`src/rtl/fp_mul_pkg.sv`:
```
// Shared definitions for the pipelined floating-point multiplier:
// rounding modes, flag positions, operand classes and the canonical NaN.
package fp_mul_pkg;

    localparam logic RND_RNE = 1'b0;
    localparam logic RND_RTZ = 1'b1;

    localparam int FLAG_INVALID   = 3;
    localparam int FLAG_OVERFLOW  = 2;
    localparam int FLAG_UNDERFLOW = 1;
    localparam int FLAG_INEXACT   = 0;

    typedef enum logic [1:0] {
        ZERO,
        NORM,
        INF,
        NAN
    } op_class_e;

    // Quiet NaN: sign 0, exponent all-ones, only the mantissa MSB set.
    function automatic logic [63:0] canonical_nan(input int unsigned exp_w,
                                                  input int unsigned man_w);
        return ((64'd1 << (exp_w + 1)) - 64'd1) << (man_w - 1);
    endfunction

endpackage

```
`src/rtl/fp_mul_round.sv`:
```
// Combinational round, overflow/underflow resolution and pack for the final
// multiplier stage. Subnormal results flush to signed zero.
module fp_mul_round
    import fp_mul_pkg::*;
#(
    parameter int EXP_W = 5,
    parameter int MAN_W = 10
) (
    input  logic                   rnd_mode,
    input  logic                   sign,
    input  logic [EXP_W+1:0]       exp_pre,
    input  logic [MAN_W-1:0]       frac,
    input  logic                   guard,
    input  logic                   sticky,
    output logic [EXP_W+MAN_W:0]   result,
    output logic [3:0]             flags
);

    localparam int XW = EXP_W + 2;
    localparam logic signed [XW-1:0] EXP_OVF = XW'((1 << EXP_W) - 1);

    logic                 inc;
    logic [MAN_W:0]       sum;
    logic signed [XW-1:0] exp_rnd;

    // NOTE: every output of this block is assigned a default first, so no path
    // through the if/else can leave a latch behind.
    always_comb begin
        inc     = (rnd_mode == RND_RNE) && guard && (frac[0] || sticky);
        sum     = {1'b0, frac} + {{MAN_W{1'b0}}, inc};
        exp_rnd = $signed(exp_pre) + $signed({{(XW-1){1'b0}}, sum[MAN_W]});
        result  = {sign, exp_rnd[EXP_W-1:0], sum[MAN_W-1:0]};
        flags   = '0;
        flags[FLAG_INEXACT] = guard || sticky;

        if (exp_rnd >= EXP_OVF) begin
            flags[FLAG_OVERFLOW] = 1'b1;
            flags[FLAG_INEXACT]  = 1'b1;
            if (rnd_mode == RND_RTZ)
                result = {sign, {(EXP_W-1){1'b1}}, 1'b0, {MAN_W{1'b1}}};
            else
                result = {sign, {EXP_W{1'b1}}, {MAN_W{1'b0}}};
        end else if (exp_rnd[XW-1] || exp_rnd == '0) begin
            flags[FLAG_UNDERFLOW] = 1'b1;
            flags[FLAG_INEXACT]   = 1'b1;
            result = {sign, {(EXP_W+MAN_W){1'b0}}};
        end
    end

endmodule

```
`src/rtl/fp_mul_pipe_param.sv`:
```
// Elastic 3-stage floating-point multiplier: unpack/multiply, normalise,
// round/pack, with a valid/ready chain that stalls without inserting bubbles.
module fp_mul_pipe_param
    import fp_mul_pkg::*;
#(
    parameter int EXP_W = 5,
    parameter int MAN_W = 10,
    parameter int TAG_W = 4
) (
    input  logic                  clk_59,
    input  logic                  rst_59,
    input  logic                  in_valid_59,
    output logic                  in_ready_59,
    input  logic [EXP_W+MAN_W:0]  a_59,
    input  logic [EXP_W+MAN_W:0]  b_59,
    input  logic                  rnd_mode_59,
    input  logic [TAG_W-1:0]      in_tag_59,
    output logic                  out_valid_59,
    input  logic                  out_ready_59,
    output logic [EXP_W+MAN_W:0]  result_59,
    output logic [3:0]            flags_59,
    output logic [TAG_W-1:0]      out_tag_59
);

    localparam int W    = 1 + EXP_W + MAN_W;
    localparam int XW   = EXP_W + 2;
    localparam int PW   = 2 * (MAN_W + 1);
    localparam int BIAS = (1 << (EXP_W - 1)) - 1;
    localparam logic [W-1:0] QNAN = W'(canonical_nan(EXP_W, MAN_W));

    typedef struct packed {
        logic             sign;
        logic [XW-1:0]    exp;
        logic [PW-1:0]    prod;
        logic             special;
        logic [W-1:0]     spec_res;
        logic [3:0]       spec_flags;
        logic             rnd_mode;
        logic [TAG_W-1:0] tag;
    } s1_t;

    typedef struct packed {
        logic             sign;
        logic [XW-1:0]    exp;
        logic [MAN_W-1:0] frac;
        logic             guard;
        logic             sticky;
        logic             special;
        logic [W-1:0]     spec_res;
        logic [3:0]       spec_flags;
        logic             rnd_mode;
        logic [TAG_W-1:0] tag;
    } s2_t;

    function automatic op_class_e classify(input logic [W-1:0] x);
        logic [EXP_W-1:0] e;
        e = x[W-2:MAN_W];
        if (e == '0)
            return ZERO;
        if (e == '1)
            return (x[MAN_W-1:0] == '0) ? INF : NAN;
        return NORM;
    endfunction

    logic      v1, v2, v3;
    logic      rdy1, rdy2, rdy3;
    op_class_e cls_a, cls_b;
    s1_t       s1_d, s1_q;
    s2_t       s2_d, s2_q;
    logic      msb;
    logic [W-1:0] rnd_result;
    logic [3:0]   rnd_flags;

    assign rdy3         = !v3 || out_ready_59;
    assign rdy2         = !v2 || rdy3;
    assign rdy1         = !v1 || rdy2;
    assign in_ready_59  = rdy1;
    assign out_valid_59 = v3;

    // Stage 1: classify, sign, exponent sum and full mantissa product.
    always_comb begin
        cls_a = classify(a_59);
        cls_b = classify(b_59);
        s1_d  = '0;
        s1_d.sign = a_59[W-1] ^ b_59[W-1];
        s1_d.exp  = {2'b00, a_59[W-2:MAN_W]} + {2'b00, b_59[W-2:MAN_W]} - XW'(BIAS);
        s1_d.prod = PW'({1'b1, a_59[MAN_W-1:0]}) * PW'({1'b1, b_59[MAN_W-1:0]});
        s1_d.rnd_mode = rnd_mode_59;
        s1_d.tag      = in_tag_59;

        if (cls_a == NAN || cls_b == NAN ||
            (cls_a == INF && cls_b == ZERO) || (cls_a == ZERO && cls_b == INF)) begin
            s1_d.special  = 1'b1;
            s1_d.spec_res = QNAN;
            s1_d.spec_flags[FLAG_INVALID] = 1'b1;
        end else if (cls_a == INF || cls_b == INF) begin
            s1_d.special  = 1'b1;
            s1_d.spec_res = {s1_d.sign, {EXP_W{1'b1}}, {MAN_W{1'b0}}};
        end else if (cls_a == ZERO || cls_b == ZERO) begin
            s1_d.special  = 1'b1;
            s1_d.spec_res = {s1_d.sign, {(EXP_W+MAN_W){1'b0}}};
        end
    end

    // Stage 2: a product in [2,4) shifts right once; the hidden bit is dropped.
    always_comb begin
        s2_d = '0;
        msb  = s1_q.prod[PW-1];
        s2_d.sign       = s1_q.sign;
        s2_d.exp        = s1_q.exp + XW'(msb);
        s2_d.special    = s1_q.special;
        s2_d.spec_res   = s1_q.spec_res;
        s2_d.spec_flags = s1_q.spec_flags;
        s2_d.rnd_mode   = s1_q.rnd_mode;
        s2_d.tag        = s1_q.tag;
        if (msb) begin
            s2_d.frac   = s1_q.prod[PW-2 -: MAN_W];
            s2_d.guard  = s1_q.prod[MAN_W];
            s2_d.sticky = |s1_q.prod[MAN_W-1:0];
        end else begin
            s2_d.frac   = s1_q.prod[PW-3 -: MAN_W];
            s2_d.guard  = s1_q.prod[MAN_W-1];
            s2_d.sticky = |s1_q.prod[MAN_W-2:0];
        end
    end

    fp_mul_round #(
        .EXP_W (EXP_W),
        .MAN_W (MAN_W)
    ) u_round (
        .rnd_mode (s2_q.rnd_mode),
        .sign     (s2_q.sign),
        .exp_pre  (s2_q.exp),
        .frac     (s2_q.frac),
        .guard    (s2_q.guard),
        .sticky   (s2_q.sticky),
        .result   (rnd_result),
        .flags    (rnd_flags)
    );

    // NOTE: sequential state uses non-blocking assignments so every register
    // samples the pre-edge values of its neighbours, independent of order.
    always_ff @(posedge clk_59 or negedge rst_59) begin
        if (!rst_59) begin
            v1 <= 1'b0;
            v2 <= 1'b0;
            v3 <= 1'b0;
        end else begin
            if (rdy1) v1 <= in_valid_59;
            if (rdy2) v2 <= v1;
            if (rdy3) v3 <= v2;
        end
    end

    // NOTE: intermediate stage data carries no reset; it is only ever observed
    // behind its valid bit, which the reset does clear.
    always_ff @(posedge clk_59) begin
        if (in_valid_59 && rdy1) s1_q <= s1_d;
        if (v1 && rdy2)          s2_q <= s2_d;
    end

    always_ff @(posedge clk_59 or negedge rst_59) begin
        if (!rst_59) begin
            result_59  <= '0;
            flags_59   <= '0;
            out_tag_59 <= '0;
        end else if (v2 && rdy3) begin
            result_59  <= s2_q.special ? s2_q.spec_res   : rnd_result;
            flags_59   <= s2_q.special ? s2_q.spec_flags : rnd_flags;
            out_tag_59 <= s2_q.tag;
        end
    end

endmodule

```
`config.mk`:
```
export PLATFORM = sky130hd
export DESIGN_NAME = fp_mul_pipe_param
export DESIGN_NICKNAME = d
export VERILOG_FILES = /design/src/rtl/fp_mul_pkg.sv /design/src/rtl/fp_mul_round.sv /design/src/rtl/fp_mul_pipe_param.sv
export SDC_FILE = /design/constraint.sdc
export NUM_CORES = 1
export LEC_CHECK = 0
export ABC_AREA = 1
export ABC_CLOCK_PERIOD_IN_PS = 4600
export CORE_UTILIZATION = 36
export DETAILED_ROUTE_END_ITERATION = 8
export PLACE_DENSITY_LB_ADDON = 0.25
export SYNTH_ARGS = -nofsm -noshare
export SYNTH_HDL_FRONTEND = slang
export SYNTH_SLANG_ARGS = --single-unit
export TNS_END_PERCENT = 50
```
`constraint.sdc`:
```
create_clock -name clk_59 -period 4.6 [get_ports clk_59]
set_input_delay 0.92 -clock clk_59 [delete_from_list [all_inputs] [get_ports clk_59]]
set_output_delay 0.92 -clock clk_59 [all_outputs]
set_load 0.01 [all_outputs]
```
After elaboration in Yosys (flattened, before gate mapping)
Cells that the tools add are included.
Storage, ports and cells
  register bits: 123
  input bits: 41
  word-level logic and storage cells: 100
Cells by class
  add/subtract/negate cells: 5
  $mul: 1
  magnitude comparators: 1
  eq/ne operators: 6
  multiplexer cells: 29
  bitwise operators: 2
  reductions and logical operators: 31
Operators with widths (number)
  16-bit 2-to-1 mux: 2
  15-bit 2-to-1 mux: 2
  11-bit by 11-bit multiplier with 22-bit output: 1
  10-bit logical NOT: 2
  2-bit 2-to-1 mux: 9
  17-bit 2-to-1 mux: 1
  1-bit 2-to-1 mux: 12
  12-bit 2-to-1 mux: 1
  10-bit by 1-bit adder with 11-bit output: 1
  1-bit logical OR: 11
  11-bit 2-to-1 mux: 1
  5-bit equality test (second input constant): 2
  5-bit logical NOT: 2
  10-bit OR reduction: 1
  9-bit OR reduction: 1
  2-bit equality test (second input constant): 4
  7-bit by 1-bit adder with 7-bit output: 1
  7-bit by 2-bit adder with 7-bit output: 1
  7-bit by 6-bit greater-or-equal comparator with 1-bit output (second input constant): 1
  1-bit logical AND: 7
  7-bit logical NOT: 1
  6-bit by 4-bit subtractor with 7-bit output (second input constant): 1
  5-bit by 5-bit adder with 6-bit output: 1
  2-bit logical NOT: 2
  5 further kinds: 7

Depth between registers and ports, before layout
  word-level depth: 10
  depth in mapped cells: 24
  mapped depth without buffers: 24

Modules after synthesis
From an unflattened synthesis, not the netlist that was laid out.
Unflattened totals
  cell total of the unflattened synthesis: 1086
  area total of the unflattened synthesis: 8952.3 um^2
By module, submodules not included
  fp_mul_pipe_param: times used 1, cells each 955, area each 8224.1 um^2, sequential area each 2777.7 um^2
  fp_mul_round: times used 1, cells each 131, area each 728.2 um^2, sequential area each 0.0 um^2

Worst setup path before layout
OpenSTA, ideal clock, no wires.
  path type: input-to-reg
  start point: input b_59[9]
  end point: register s1_q, in the netlist msb (data pin)
  data arrival time: 5.086 ns
  slack: -0.747 ns
  stages on the path: 22
  cells stage by stage: clkbuf_1 > nand2_1 > inv_1 > fa_1 > inv_1 > fa_1 > inv_1 > fa_1 > fa_1 > inv_1 > fa_1 > inv_1 > ha_1 > a21oi_1 > nor2_1 > nor2_1 > nor2_1 > nor2_1 > nand2_1 > nand2_1 > nand2_1 > xor2_1
RTL lines
  start, declared: RTL line fp_mul_pipe_param.sv:15  | input logic [EXP_W+MAN_W:0] b_59,
  end signal, assigned: RTL line fp_mul_pipe_param.sv:158  | if (in_valid_59 && rdy1) s1_q <= s1_d;
  end, declared: RTL line fp_mul_pipe_param.sv:68  | s1_t s1_d, s1_q;

==> impl_metrics.csv <==
group,metric,value,unit
detailed_routing,wirelength,17600,um
cells_and_area,fin_util,47.7,%
yosys,synth-edff-count,70,
setup_path,worstPathArrival,4.92,ns
yosys,avgSynthCellArea,8.79,sq um
yosys,yosys.area.top_type_share,24.8,%
yosys,netlist_top_cells_area,"edfxtp_1 (25%), fa_1 (19%), nand2_1 (12%)",
grt,antenna_found_initial,0,
cells_and_area,stdcell_area,10900,sq um
setup_path,cp.depth,19,
detailed_routing,first_pass_iters,5,
hold_path,min_to,"s2_q[25]$_DFFE_PP_",
cts,numCtsBuffers,9,
cts,cts_tree,"yes",
detailed_routing,drt.antenna.violating_nets,0,
run_status,status,"complete, but fails checks",
job,max-cap-violations,0,
setup_path,required,4.68,ns
cells_and_area,diodes,0,
yosys,synth_area_leader_cell,"edfxtp_1",
floorplan,die_w,155,um
placed_design,gp_congestion,0.869,
placed_design,place_hpwl,14200,um
setup_path,cp_slowest_cell,"fa_1",
floorplan,row_count,55,
run_status,violations,"setup timing",
setup_path,r2r-start,"s2_q[4]$_DFFE_PP_",
pwr,vdd_drop_max,0.388,mV
sta,finalSetupViolCount,11,
sta,worst_slew_pin_slew,1.07,ns
sta,drv_slew,0,
sta,layout_min_cycle_time,4.84,ns
sta,fin_skew,0.00789,ns
cts,clk_pin_slew,0.06,ns
sta,period_share,105,%
detailed_routing,drc,0,
cts,clock_path_buffers,2,
yosys,syn_area,8470,sq um
yosys,ys.flop_type,"edfxtp_1",
floorplan,die_area,24100,sq um
cts,clock_latency,0.33,ns
sta,rsz0062_at_grt,"yes",
setup_path,worstPathBufferInverterCount,5,
cells_and_area,final_cell_mix,"nand2_1 (243), inv_1 (202), buf_4 (80)",
yosys,synth_cells,964,
floorplan,ios,67,
cts,cts_hold_buf,0,
cells_and_area,drive_gt1_share,20.7,%
grt,grt_pass1_wl,30200,um
detailed_routing,via_per_inst,4.42,
yosys,yosysSeqAreaShare,32.8,%
setup_path,r2r_slack,1.18,ns
grt,grt_max_degree,31,
sta,finalHoldViolations,0,
detailed_routing,drt_iter0_markers,263,
hold_path,min_path_cells,0,
placed_design,io_buffers,66,
yosys,yosys_warnings,0,
pwr,leakage,5.54,nW
detailed_routing,wl_per_cell,12.3,um
yosys,async_flop_share,27.8,%
floorplan,die_height,155,um
setup_path,critPathMostFrequentCell,"fa_1",
setup_path,r2r_end,"result_59[10]$_DFFE_PN0P_",
floorplan,start_util,37.1,%
yosys,synth_cell_types,40,
setup_path,slowest_delay,0.53,ns
cells_and_area,fillers,2187,
grt,grt_overflow,0,
detailed_routing,via_count,6306,
sta,slew_headroom,28.3,%
sta,whs,0.409,ns
setup_path,rr_worst_depth,22,
setup_path,startpoint_type,"input port",
cells_and_area,num-nets-final,1304,
yosys,ys_seq_elements,97,
cells_and_area,final_common_cell,"nand2_1",
sta,fmax,207,MHz
setup_path,path_cells,"clkdlybuf4s15_1 > nand2_1 > fa_1 > inv_1 > fa_1 > fa_1 > fa_1 > inv_1 > fa_1 > inv_2 > ha_4 > nand2_4 > buf_4 > nor3_1 > nand2_1 > nand2_2 > nand2_1 > nand2_1 > xor2_1",
pwr,pwr_density_cell,651,nW/um^2
grt,globalRouteTotalUtil,15.5,%
setup_path,end_kind,"register",
setup_path,crit_fanout,3,
setup_path,crit_family,"adder cells",
cells_and_area,syn2layout_area_growth,28.8,%
grt,first_global_vias,6485,
cts,htreeDepth,3,
floorplan,core,22800,sq um
pwr,p_total,0.00710,W
sta,fin_ws,-0.236,ns
hold_path,min_from,"s1_q[25]$_SDFFCE_PP1P_",
setup_path,crit_type,"input port to register",
cts,cts_sinks,97,
cts,root_buffer,"clkbuf_16",
yosys,syn_nets,1160,
placed_design,placed_area,10100,sq um
hold_path,hold_path.class,"register to register",
==> registers in the layout (all words and copies together) (netlist names) <==
register / count
v2: 1
out_valid_59: 1
flags_59: 4
v1: 1
out_tag_59: 4
s2_q: 30
result_59: 16
s1_q: 39
msb: 1
==> routing by layer <==
metal / track usage (%) / vias to the layer above / part of all wire, %
met4: 4.06 / 0 / 1.5
li1: - / 3239 / -
met5: 0 / - / 0
met1: 19.2 / 2936 / 45
met2: 28.1 / 115 / 51
met3: 2.20 / 16 / 3.3
==> worst reg2reg max path, delay by kind of cell, from the launching register on <==
kind / cells / cell delay (ns)
buffers and inverters: 2 / 0.16
adders and majority gates: 4 / 0.89
AOI/OAI and AO/OA: 1 / 0.12
DFF: 1 / 0.39
and+or+nand+nor: 15 / 1.73
==> power breakdown <==
part | total [W] | internal, W | switching, W
clock network | 0.000723 | 0.000431 | 0.000292
logic | 0.00481 | 0.00233 | 0.00247
registers | 0.00157 | 0.00141 | 0.000156
==> area by class of cell <==
| cell class | instances | area [sq um] | area share (%) |
|---|---|---|---|
| multi-input combinational | 620 | 5180 | 47.5 |
| clock inverter | 2 | 10.0 | 0.0918 |
| sequential | 97 | 2780 | 25.5 |
| timing repair buffer | 160 | 1440 | 13.2 |
| tap | 313 | 392 | 3.59 |
| inverter | 220 | 828 | 7.59 |
| clock buffer | 14 | 287 | 2.63 |
==> kinds of logic (layout without fill, tap and decap cells) <==
family / after synthesis / count (layout) / share of synthesized area (%)
flip-flops: 97 / 97 / 32.8
buffers and inverters: 247 / 396 / 11.2
adder cells (fa/ha/maj): 155 / 155 / 30.1
AO/OA/AOI/OAI: 59 / 59 / 3.97
AND/OR/NAND/NOR: 372 / 372 / 18.5
XOR/XNOR: 34 / 34 / 3.52
==> per-stage QoR <==
step                setup WS (ns)  TNS [ns]  cells
floorplan                  -0.395     -2.85    964
global placement            -1.12    -15.32   1396
detailed placement          -1.15    -15.97   1396
CTS                        -0.304     -2.14   1426
global route               -0.353     -3.21   1426
finish                     -0.236     -1.37   1426
==> Yosys cell counts (8+ instances only) <==
master,n
xnor2_1,10
nand4_1,11
fa_1,81
nor2_1,42
dfrtp_1,27
a21oi_1,20
edfxtp_1,70
nand3_1,25
nor3_1,8
xor2_1,24
o21ai_0,21
ha_1,74
nand2_1,266
inv_1,218
clkbuf_1,24
==> timing repair <==
action | CTS | global route
setup endpoints to repair | 16 | 15
buffers inserted | 12 | 3
pin swaps | 44 | 28
gates resized for setup | 129 | 67
cloned | 2 | 0
==> worst max path at each step <==
stage                     startpoint                 end
after global placement       a_59[7]  s1_q[45]$_DFFE_PP_
final                        a_59[9]       msb$_DFFE_PP_
after global routing         a_59[4]       msb$_DFFE_PP_
after floorplan              b_59[9]       msb$_DFFE_PP_
after CTS                    a_59[2]       msb$_DFFE_PP_
after detailed placement     a_59[7]       msb$_DFFE_PP_
(Power assumes the default switching activity.)
